### config.mk
export PLATFORM = sky130hd
export DESIGN_NAME = capture_ring_ctrl
export DESIGN_NICKNAME = d
export VERILOG_FILES = /design/src/rtl/capture_pkg.sv /design/src/rtl/cap_var_delay.sv /design/src/rtl/capture_ring_ctrl.sv
export SDC_FILE = /design/constraint.sdc
export NUM_CORES = 1
export LEC_CHECK = 0
export CORE_MARGIN = 1
export CORE_UTILIZATION = 55
export CTS_BUF_LIST = sky130_fd_sc_hd__clkbuf_4 sky130_fd_sc_hd__clkbuf_8
export DETAILED_ROUTE_END_ITERATION = 10
export PLACE_DENSITY = 0.76
export SKIP_CTS_REPAIR_TIMING = 1
export SLEW_MARGIN = 20
export SYNTH_ARGS = -nofsm -noshare
export SYNTH_HDL_FRONTEND = slang
export SYNTH_HIERARCHICAL = 1
export SYNTH_SLANG_ARGS = --single-unit
### constraint.sdc
create_clock -name core_clk -period 15.45 [get_ports core_clk]
set_clock_uncertainty 0.05 [all_clocks]
set_input_delay 3.09 -clock core_clk [delete_from_list [all_inputs] [get_ports core_clk]]
set_output_delay 3.09 -clock core_clk [all_outputs]
set_load 0.01 [all_outputs]
### src/rtl/capture_pkg.sv
// Shared definitions for the capture ring controller: default geometry and FSM encoding.
package capture_pkg;

  localparam int CAP_DW      = 16;
  localparam int CAP_CW      = 32;
  localparam int CAP_FIX_DLY = 3;
  localparam int CAP_DLY_MAX = 16;

  typedef logic [2:0] cap_state_t;

  localparam cap_state_t ST_IDLE  = 3'd0;
  localparam cap_state_t ST_PRE   = 3'd1;
  localparam cap_state_t ST_ARMED = 3'd2;
  localparam cap_state_t ST_POST  = 3'd3;
  localparam cap_state_t ST_DONE  = 3'd4;

  // States in which delayed beats are written into the ring.
  function automatic logic is_busy_state(input cap_state_t s);
    return (s == ST_PRE) || (s == ST_ARMED) || (s == ST_POST);
  endfunction

endpackage

### src/rtl/cap_var_delay.sv
// Shift register without reset; tap_sel = k selects the output delayed by k+1 cycles.
module cap_var_delay
  import capture_pkg::*;
#(
  parameter int W    = CAP_DW + 1,
  parameter int TAPS = CAP_DLY_MAX,
  localparam int SW  = (TAPS > 1) ? $clog2(TAPS) : 1
) (
  input  logic          core_clk,
  input  logic [SW-1:0] tap_sel,
  input  logic [W-1:0]  din,
  output logic [W-1:0]  dout
);

  logic [W-1:0] sr_r [TAPS];

  // Data-path only, so no reset: contents flush out within TAPS cycles.
  always_ff @(posedge core_clk) begin
    sr_r[0] <= din;
    for (int i = 1; i < TAPS; i++) begin
      sr_r[i] <= sr_r[i-1];
    end
  end

  assign dout = sr_r[tap_sel];

endmodule

### src/rtl/capture_ring_ctrl.sv
// Aligns samples with the trigger decision and stores a pre/post-trigger window
// into a circular buffer; reports the readout start address and trigger position.
module capture_ring_ctrl
  import capture_pkg::*;
#(
  parameter int DW      = CAP_DW,
  parameter int CW      = CAP_CW,
  parameter int FIX_DLY = CAP_FIX_DLY,
  parameter int DLY_MAX = CAP_DLY_MAX,
  localparam int DLW    = $clog2(DLY_MAX)
) (
  input  logic          core_clk,
  input  logic          core_rst,
  input  logic          sample_en,
  input  logic          cons_mode,
  input  logic          trig_en,
  input  logic          pre_fill_req,
  input  logic [CW-1:0] depth,
  input  logic [CW-1:0] pre_depth,
  input  logic [DLW-1:0] trig_dly,
  input  logic          trig_hit,
  input  logic          sample_valid,
  input  logic [DW-1:0] sample_data,
  output logic          capture_valid,
  output logic [DW-1:0] capture_data,
  output logic [CW-1:0] wr_addr,
  output logic          capture_done,
  output logic [CW-1:0] sd_saddr,
  output logic [CW-1:0] trig_real_pos,
  output logic          busy
);

  localparam int FSW = (FIX_DLY > 1) ? $clog2(FIX_DLY) : 1;
  localparam logic [FSW-1:0] FIX_SEL = FSW'(FIX_DLY - 1);
  localparam logic [CW-1:0] ZERO_C = {CW{1'b0}};
  localparam logic [CW-1:0] ONE_C  = {{(CW-1){1'b0}}, 1'b1};

  logic [DW:0] fix_out_s;
  logic [DW:0] var_out_s;
  logic        dv_s;
  logic [DW-1:0] dd_s;

  cap_var_delay #(.W(DW + 1), .TAPS(FIX_DLY)) u_fix_dly (
    .core_clk (core_clk),
    .tap_sel  (FIX_SEL),
    .din      ({sample_valid, sample_data}),
    .dout     (fix_out_s)
  );

  cap_var_delay #(.W(DW + 1), .TAPS(DLY_MAX)) u_var_dly (
    .core_clk (core_clk),
    .tap_sel  (trig_dly),
    .din      (fix_out_s),
    .dout     (var_out_s)
  );

  assign dv_s = var_out_s[DW];
  assign dd_s = var_out_s[DW-1:0];

  cap_state_t    state_r, state_nxt_s;
  logic [CW-1:0] pre_cnt_r, pre_cnt_nxt_s;
  logic [CW-1:0] post_cnt_r, post_cnt_nxt_s;
  logic [CW-1:0] nxt_addr_r, nxt_addr_nxt_s;
  logic [CW-1:0] wr_addr_r, wr_addr_nxt_s;
  logic [CW-1:0] sd_saddr_r, sd_saddr_nxt_s;
  logic [CW-1:0] trig_pos_r, trig_pos_nxt_s;
  logic          wrapped_r, wrapped_nxt_s;
  logic          sample_en_d_r;
  logic          capture_valid_r;
  logic [DW-1:0] capture_data_r;
  logic          capture_done_r, done_nxt_s;
  logic          busy_r;

  logic [CW-1:0] pre_eff_s;
  logic [CW-1:0] post_len_s;
  logic [CW-1:0] pre_cnt_inc_s;
  logic          start_s;
  logic          abort_s;
  logic          beat_s;
  logic          trig_ok_s;
  logic          last_slot_s;
  logic          stop_s;

  assign pre_eff_s     = (pre_depth >= depth) ? (depth - ONE_C) : pre_depth;
  assign post_len_s    = depth - pre_eff_s;
  assign pre_cnt_inc_s = pre_cnt_r + {{(CW-1){1'b0}}, beat_s};
  assign start_s       = sample_en & ~sample_en_d_r;
  assign abort_s       = (state_r != ST_IDLE) & ~sample_en;
  assign beat_s        = dv_s & sample_en & is_busy_state(state_r);
  assign trig_ok_s     = beat_s & trig_hit & trig_en & ~cons_mode &
                         ((state_r == ST_ARMED) | ((state_r == ST_PRE) & ~pre_fill_req));
  assign last_slot_s   = (nxt_addr_r == (depth - ONE_C));
  // Without a trigger the capture ends on the first write to the top slot.
  assign stop_s        = beat_s & ~trig_en & ~cons_mode & last_slot_s;

  // Capture FSM and result registers.
  always_comb begin
    state_nxt_s    = state_r;
    pre_cnt_nxt_s  = pre_cnt_r;
    post_cnt_nxt_s = post_cnt_r;
    trig_pos_nxt_s = trig_pos_r;
    sd_saddr_nxt_s = sd_saddr_r;
    done_nxt_s     = 1'b0;
    if (abort_s) begin
      state_nxt_s = ST_IDLE;
    end else begin
      case (state_r)
        ST_IDLE: begin
          if (start_s) begin
            state_nxt_s    = ST_PRE;
            pre_cnt_nxt_s  = ZERO_C;
            trig_pos_nxt_s = ZERO_C;
            sd_saddr_nxt_s = ZERO_C;
          end else begin
            state_nxt_s = ST_IDLE;
          end
        end
        ST_PRE, ST_ARMED: begin
          if (trig_ok_s) begin
            trig_pos_nxt_s = (pre_cnt_r < pre_eff_s) ? pre_cnt_r : pre_eff_s;
            post_cnt_nxt_s = ONE_C;
            state_nxt_s    = (post_len_s == ONE_C) ? ST_DONE : ST_POST;
          end else if (stop_s) begin
            state_nxt_s = ST_DONE;
          end else if (state_r == ST_PRE) begin
            pre_cnt_nxt_s = pre_cnt_inc_s;
            state_nxt_s   = (pre_cnt_inc_s >= pre_eff_s) ? ST_ARMED : ST_PRE;
          end else begin
            state_nxt_s = ST_ARMED;
          end
        end
        ST_POST: begin
          if (beat_s) begin
            if (post_cnt_r == (post_len_s - ONE_C)) begin
              state_nxt_s = ST_DONE;
            end else begin
              post_cnt_nxt_s = post_cnt_r + ONE_C;
            end
          end else begin
            state_nxt_s = ST_POST;
          end
        end
        ST_DONE: begin
          done_nxt_s     = 1'b1;
          sd_saddr_nxt_s = wrapped_r ? nxt_addr_r : ZERO_C;
          state_nxt_s    = ST_IDLE;
        end
        default: begin
          state_nxt_s = ST_IDLE;
        end
      endcase
    end
  end

  // Ring address bookkeeping; nxt_addr_r is the slot the next beat lands in.
  always_comb begin
    wr_addr_nxt_s  = wr_addr_r;
    nxt_addr_nxt_s = nxt_addr_r;
    wrapped_nxt_s  = wrapped_r;
    if ((state_r == ST_IDLE) && start_s) begin
      wr_addr_nxt_s  = ZERO_C;
      nxt_addr_nxt_s = ZERO_C;
      wrapped_nxt_s  = 1'b0;
    end else if (beat_s) begin
      wr_addr_nxt_s  = nxt_addr_r;
      nxt_addr_nxt_s = last_slot_s ? ZERO_C : (nxt_addr_r + ONE_C);
      wrapped_nxt_s  = wrapped_r | last_slot_s;
    end else begin
      wr_addr_nxt_s = wr_addr_r;
    end
  end

  // State and output registers.
  always_ff @(posedge core_clk or posedge core_rst) begin
    if (core_rst) begin
      state_r         <= ST_IDLE;
      pre_cnt_r       <= ZERO_C;
      post_cnt_r      <= ZERO_C;
      nxt_addr_r      <= ZERO_C;
      wr_addr_r       <= ZERO_C;
      sd_saddr_r      <= ZERO_C;
      trig_pos_r      <= ZERO_C;
      wrapped_r       <= 1'b0;
      sample_en_d_r   <= 1'b0;
      capture_valid_r <= 1'b0;
      capture_data_r  <= {DW{1'b0}};
      capture_done_r  <= 1'b0;
      busy_r          <= 1'b0;
    end else begin
      state_r         <= state_nxt_s;
      pre_cnt_r       <= pre_cnt_nxt_s;
      post_cnt_r      <= post_cnt_nxt_s;
      nxt_addr_r      <= nxt_addr_nxt_s;
      wr_addr_r       <= wr_addr_nxt_s;
      sd_saddr_r      <= sd_saddr_nxt_s;
      trig_pos_r      <= trig_pos_nxt_s;
      wrapped_r       <= wrapped_nxt_s;
      sample_en_d_r   <= sample_en;
      capture_valid_r <= beat_s;
      capture_done_r  <= done_nxt_s;
      busy_r          <= is_busy_state(state_nxt_s);
      if (beat_s) begin
        capture_data_r <= dd_s;
      end else begin
        capture_data_r <= capture_data_r;
      end
    end
  end

  assign capture_valid = capture_valid_r;
  assign capture_data  = capture_data_r;
  assign wr_addr       = wr_addr_r;
  assign capture_done  = capture_done_r;
  assign sd_saddr      = sd_saddr_r;
  assign trig_real_pos = trig_pos_r;
  assign busy          = busy_r;

endmodule

==> run_summary.xml <==
<?xml version="1.0" encoding="UTF-8"?>
<metrics>
  <group name="worst_setup_path">
    <metric name="crit_arrival" unit="ns">12.45</metric>
    <metric name="timing.setup.critical_path_class" unit="">in -&gt; reg</metric>
    <metric name="top_delay_family_on_crit_path" unit="">compound AO/OA/AOI/OAI gates</metric>
    <metric name="critical_path.slowest_cell" unit="">sky130_fd_sc_hd__a2111oi_1</metric>
    <metric name="reg2reg_depth" unit="">31</metric>
    <metric name="r2r_start" unit="">u_var_dly/sr_r[0][16]$_DFF_P_</metric>
    <metric name="critical_path.max_fanout" unit="">50</metric>
    <metric name="buf_inv_on_cp" unit="">5</metric>
    <metric name="worst_r2r_endpoint" unit="">state_r[0]$_DFF_PP0_</metric>
    <metric name="cp_slowest_stage_delay" unit="ns">0.88</metric>
    <metric name="end_kind" unit="">flip-flop</metric>
    <metric name="regToRegSetupSlack" unit="ns">8.80</metric>
    <metric name="startpoint" unit="">depth[2]</metric>
    <metric name="worst_setup_path_start_kind" unit="">input port</metric>
    <metric name="worst-endpoint-required" unit="ns">15.97</metric>
  </group>
  <group name="yosys">
    <metric name="synthArstFlopShare" unit="">0.4007</metric>
    <metric name="ys_types" unit="">109</metric>
    <metric name="synth_seq_area_share" unit="">0.4429</metric>
    <metric name="synth_mux_area_frac" unit="">0.07310</metric>
    <metric name="post_synth_edffs" unit="">0</metric>
    <metric name="simple_gate_share_of_the_synthesized_area" unit="">0.1753</metric>
    <metric name="post_synthesis_register_bit_count" unit="">539</metric>
    <metric name="postSynth.topFlopCell" unit="">sky130_fd_sc_hd__dfxtp_1</metric>
    <metric name="synthesis.yosys.warnings" unit="">6</metric>
    <metric name="synth_area_leaders" unit="">sky130_fd_sc_hd__dfxtp_1, sky130_fd_sc_hd__dfrtp_1, sky130_fd_sc_hd__mux4_2</metric>
    <metric name="synthAdderAreaFrac" unit="">0.05574</metric>
    <metric name="synthesis.area_per_instance" unit="um^2">9.736</metric>
    <metric name="post_synth_instance_area" unit="um^2">26800</metric>
    <metric name="synthCells" unit="">2753</metric>
    <metric name="synth-xor-area-share" unit="">0.05919</metric>
    <metric name="area_fraction_in_compound_gates_after_synthesis" unit="">0.1555</metric>
    <metric name="synth_top_area_share" unit="">0.2412</metric>
    <metric name="main_combinational_cell_family_by_area_after_synthesis" unit="">simple AND/OR/NAND/NOR gates</metric>
    <metric name="netlist.top_cell.by_area" unit="">sky130_fd_sc_hd__dfxtp_1</metric>
  </group>
  <group name="power">
    <metric name="design_power_total" unit="mW">3.796</metric>
    <metric name="static-leakage-power" unit="nW">13.03</metric>
    <metric name="powerDensity" unit="nW/um^2">122.0</metric>
    <metric name="irDropWorstVdd" unit="uV">124.2</metric>
  </group>
  <group name="cts">
    <metric name="cts.root.buffer_cell" unit="">sky130_fd_sc_hd__clkbuf_8</metric>
    <metric name="cts_tree" unit="">done</metric>
    <metric name="cts_max_level" unit="">3</metric>
    <metric name="numCtsBuffers" unit="">84</metric>
    <metric name="ctsLongestPathBuffers" unit="">3</metric>
    <metric name="cts_num_sinks" unit="">539</metric>
    <metric name="worstSkewPairLatency" unit="ns">0.68</metric>
    <metric name="path_clk_slew" unit="ns">0.07</metric>
  </group>
  <group name="min_path">
    <metric name="hold_depth" unit="">0</metric>
    <metric name="whs_endpoint" unit="">u_var_dly/sr_r[13][15]$_DFF_P_</metric>
    <metric name="hold_start" unit="">u_var_dly/sr_r[12][15]$_DFF_P_</metric>
    <metric name="worst_hold_path_type" unit="">reg -&gt; reg</metric>
  </group>
  <group name="timing">
    <metric name="final_max_slew_viols" unit="">0</metric>
    <metric name="unrepaired_setup_endpoints_after_global_routing" unit="">false</metric>
    <metric name="max_clock_freq" unit="MHz">83.83</metric>
    <metric name="worstMarginPinSlew" unit="ns">1.262</metric>
    <metric name="finalCritPeriodShare" unit="">0.7721</metric>
    <metric name="finalHoldViolCount" unit="">0</metric>
    <metric name="post-route-min-period" unit="ns">11.93</metric>
    <metric name="final.setup.tns" unit="ns">0</metric>
    <metric name="timing.slew.headroom" unit="">0.1498</metric>
    <metric name="timing.hold.ws" unit="ns">0.2657</metric>
    <metric name="setup_viol" unit="">0</metric>
  </group>
  <group name="place">
    <metric name="place.detailed.instances" unit="">3441</metric>
    <metric name="numPortBuffers" unit="">206</metric>
    <metric name="hpwl" unit="um">58970</metric>
    <metric name="placed_cell_area" unit="um^2">29120</metric>
    <metric name="finalWeightedCongestion" unit="">0.9715</metric>
  </group>
  <group name="floorplan">
    <metric name="design.die.area" unit="um^2">49620</metric>
    <metric name="initial_core_util" unit="">0.5590</metric>
    <metric name="floorplan.core_area" unit="um^2">47950</metric>
    <metric name="die_y" unit="um">222.8</metric>
    <metric name="rows" unit="">80</metric>
    <metric name="io_pins" unit="">207</metric>
    <metric name="die-width" unit="um">222.8</metric>
  </group>
  <group name="route">
    <metric name="routed_via_density" unit="">6.206</metric>
    <metric name="route.final.wire_length" unit="um">80810</metric>
    <metric name="drt_first_iter_violations" unit="">2089</metric>
    <metric name="drcViolationCount" unit="">0</metric>
    <metric name="detailedRoute.firstPassIterationCount" unit="">6</metric>
    <metric name="vias" unit="">22330</metric>
    <metric name="ant_nets" unit="">0</metric>
    <metric name="post_drt_wl_per_cell" unit="um">22.46</metric>
  </group>
  <group name="job">
    <metric name="timing.max_cap.violations" unit="">0</metric>
  </group>
  <group name="status">
    <metric name="run_status" unit="">complete, no violations</metric>
  </group>
  <group name="grt">
    <metric name="wire_length_of_the_first_global_routing_pass" unit="um">125800</metric>
    <metric name="grt_antenna_before_repair" unit="">0</metric>
    <metric name="largest_net_degree_at_the_start_of_global_routing" unit="">134</metric>
    <metric name="track_usage" unit="">0.3255</metric>
    <metric name="number_of_global_route_vias_before_repair" unit="">22329</metric>
    <metric name="grt_remaining_overflow" unit="">0</metric>
  </group>
  <group name="finish">
    <metric name="design_area" unit="um^2">31120</metric>
    <metric name="areaGrowthSynthToFinish" unit="%">16.10</metric>
    <metric name="final_layout_size_suffix_gt1_frac" unit="">0.1009</metric>
    <metric name="nets" unit="">3114</metric>
    <metric name="final_cell_count_no_fill" unit="">3598</metric>
  </group>
</metrics>
==> flip-flops by register name, summed over array words and instances, names as in the netlist <==
name            flops
u_var_dly/sr_r    272
u_fix_dly/sr_r     51
nxt_addr_r         32
post_cnt_r         32
pre_cnt_r          32
sd_saddr           32
trig_real_pos      32
wr_addr            32
capture_data       16
state_r             3
busy                1
capture_done        1
capture_valid       1
sample_en_d_r       1
wrapped_r           1
==> worst max path at each step <==
stage / slack (ns) / cells after the start / end
2_1_floorplan: 4.26 / 33 / post_cnt_r[0]$_DFFE_PP0P_
3_3_place_gp: 3.12 / 31 / post_cnt_r[7]$_DFFE_PP0P_
3_5_place_dp: 2.93 / 31 / post_cnt_r[5]$_DFFE_PP0P_
4_1_cts: 3.60 / 31 / post_cnt_r[23]$_DFFE_PP0P_
5_1_grt: 2.94 / 31 / post_cnt_r[25]$_DFFE_PP0P_
6_report: 3.52 / 31 / post_cnt_r[23]$_DFFE_PP0P_
==> power by group <==
group          leakage, nW  switching (mW)  internal (mW)  total [mW]
clock network         1.04           0.573          0.790        1.36
logic                 6.28           0.534          0.328       0.863
registers             5.71          0.0705           1.50        1.57
total                 13.0            1.18           2.62        3.80
==> synth_stat cells (39+ instances only) <==
cell,n
sky130_fd_sc_hd__nand2_1,356
sky130_fd_sc_hd__dfxtp_1,323
sky130_fd_sc_hd__dfrtp_1,216
sky130_fd_sc_hd__o21ai_0,206
sky130_fd_sc_hd__nor2_1,128
sky130_fd_sc_hd__nand3_1,121
sky130_fd_sc_hd__clkbuf_1,116
sky130_fd_sc_hd__xnor2_1,115
sky130_fd_sc_hd__ha_1,108
sky130_fd_sc_hd__a21oi_1,100
sky130_fd_sc_hd__inv_1,70
sky130_fd_sc_hd__mux4_2,65
sky130_fd_sc_hd__and3_1,54
sky130_fd_sc_hd__nor3_1,51
sky130_fd_sc_hd__xor2_1,48
sky130_fd_sc_hd__nand2b_1,45
sky130_fd_sc_hd__a22oi_1,39
==> layout by cell type, fill, tap and decap left out, types with 18 or more instances in the layout <==
cell type / Yosys / layout
sky130_fd_sc_hd__xor2_1: 48 / 48
sky130_fd_sc_hd__dfxtp_1: 323 / 323
sky130_fd_sc_hd__mux4_2: 65 / 65
sky130_fd_sc_hd__o211ai_1: 18 / 18
sky130_fd_sc_hd__o21ai_0: 206 / 201
sky130_fd_sc_hd__nor3_1: 51 / 51
sky130_fd_sc_hd__nor2_1: 128 / 125
sky130_fd_sc_hd__o31ai_1: 18 / 18
sky130_fd_sc_hd__dfrtp_1: 216 / 216
sky130_fd_sc_hd__inv_1: 70 / 69
sky130_fd_sc_hd__o311ai_0: 33 / 33
sky130_fd_sc_hd__or3_1: 20 / 20
sky130_fd_sc_hd__a211oi_1: 19 / 19
sky130_fd_sc_hd__mux2i_1: 32 / 32
sky130_fd_sc_hd__clkdlybuf4s50_1: 0 / 204
sky130_fd_sc_hd__a22o_1: 33 / 33
sky130_fd_sc_hd__a21oi_1: 100 / 99
sky130_fd_sc_hd__nand3_1: 121 / 120
sky130_fd_sc_hd__and3_1: 54 / 53
sky130_fd_sc_hd__a21o_1: 33 / 33
sky130_fd_sc_hd__or4_1: 34 / 34
sky130_fd_sc_hd__o21ai_1: 22 / 27
sky130_fd_sc_hd__nor4_1: 25 / 25
sky130_fd_sc_hd__ha_1: 108 / 108
sky130_fd_sc_hd__nor2b_1: 25 / 25
sky130_fd_sc_hd__buf_4: 9 / 22
sky130_fd_sc_hd__a22oi_1: 39 / 39
sky130_fd_sc_hd__clkbuf_4: 0 / 31
sky130_fd_sc_hd__nand2b_1: 45 / 45
sky130_fd_sc_hd__clkbuf_8: 0 / 107
sky130_fd_sc_hd__nand4_1: 37 / 37
sky130_fd_sc_hd__nand2_1: 356 / 356
sky130_fd_sc_hd__xnor2_1: 115 / 115
==> logic make-up after synthesis <==
family          Yosys count
simple gates            952
compound gates          628
flops                   539
buf+inv                 233
xor+xnor                170
fa+ha+maj               121
mux                     108
other cells               2
==> layout make-up <==
class,count,area [um^2]
fill,3790,16830
timing repair buffer,229,2243
inverter,72,277.8
sequential,539,11870
antenna,1,2.502
clock inverter,17,261.5
multi-input combinational,1987,13990
tap,615,769.5
clock buffer,138,1705
==> per-layer routing <==
| layer | up-vias | global-route usage | wire length [um] |
|---|---|---|---|
| met5 | - | 0 | 0 |
| met1 | 10989 | 0.4324 | 34220 |
| met4 | 0 | 0.1341 | 2805 |
| met2 | 837 | 0.5278 | 38360 |
| li1 | 10355 | - | - |
| met3 | 149 | 0.05514 | 5428 |
==> metrics by stage <==
stage	util	setup slack, ns
final	0.6490	3.522
after global routing	0.6490	2.944
after CTS	0.6485	3.595
after detailed placement	0.6074	2.933
after global placement	0.6073	3.124
after floorplan	-	4.258
Note: power is estimated with default switching activity, not from simulation.
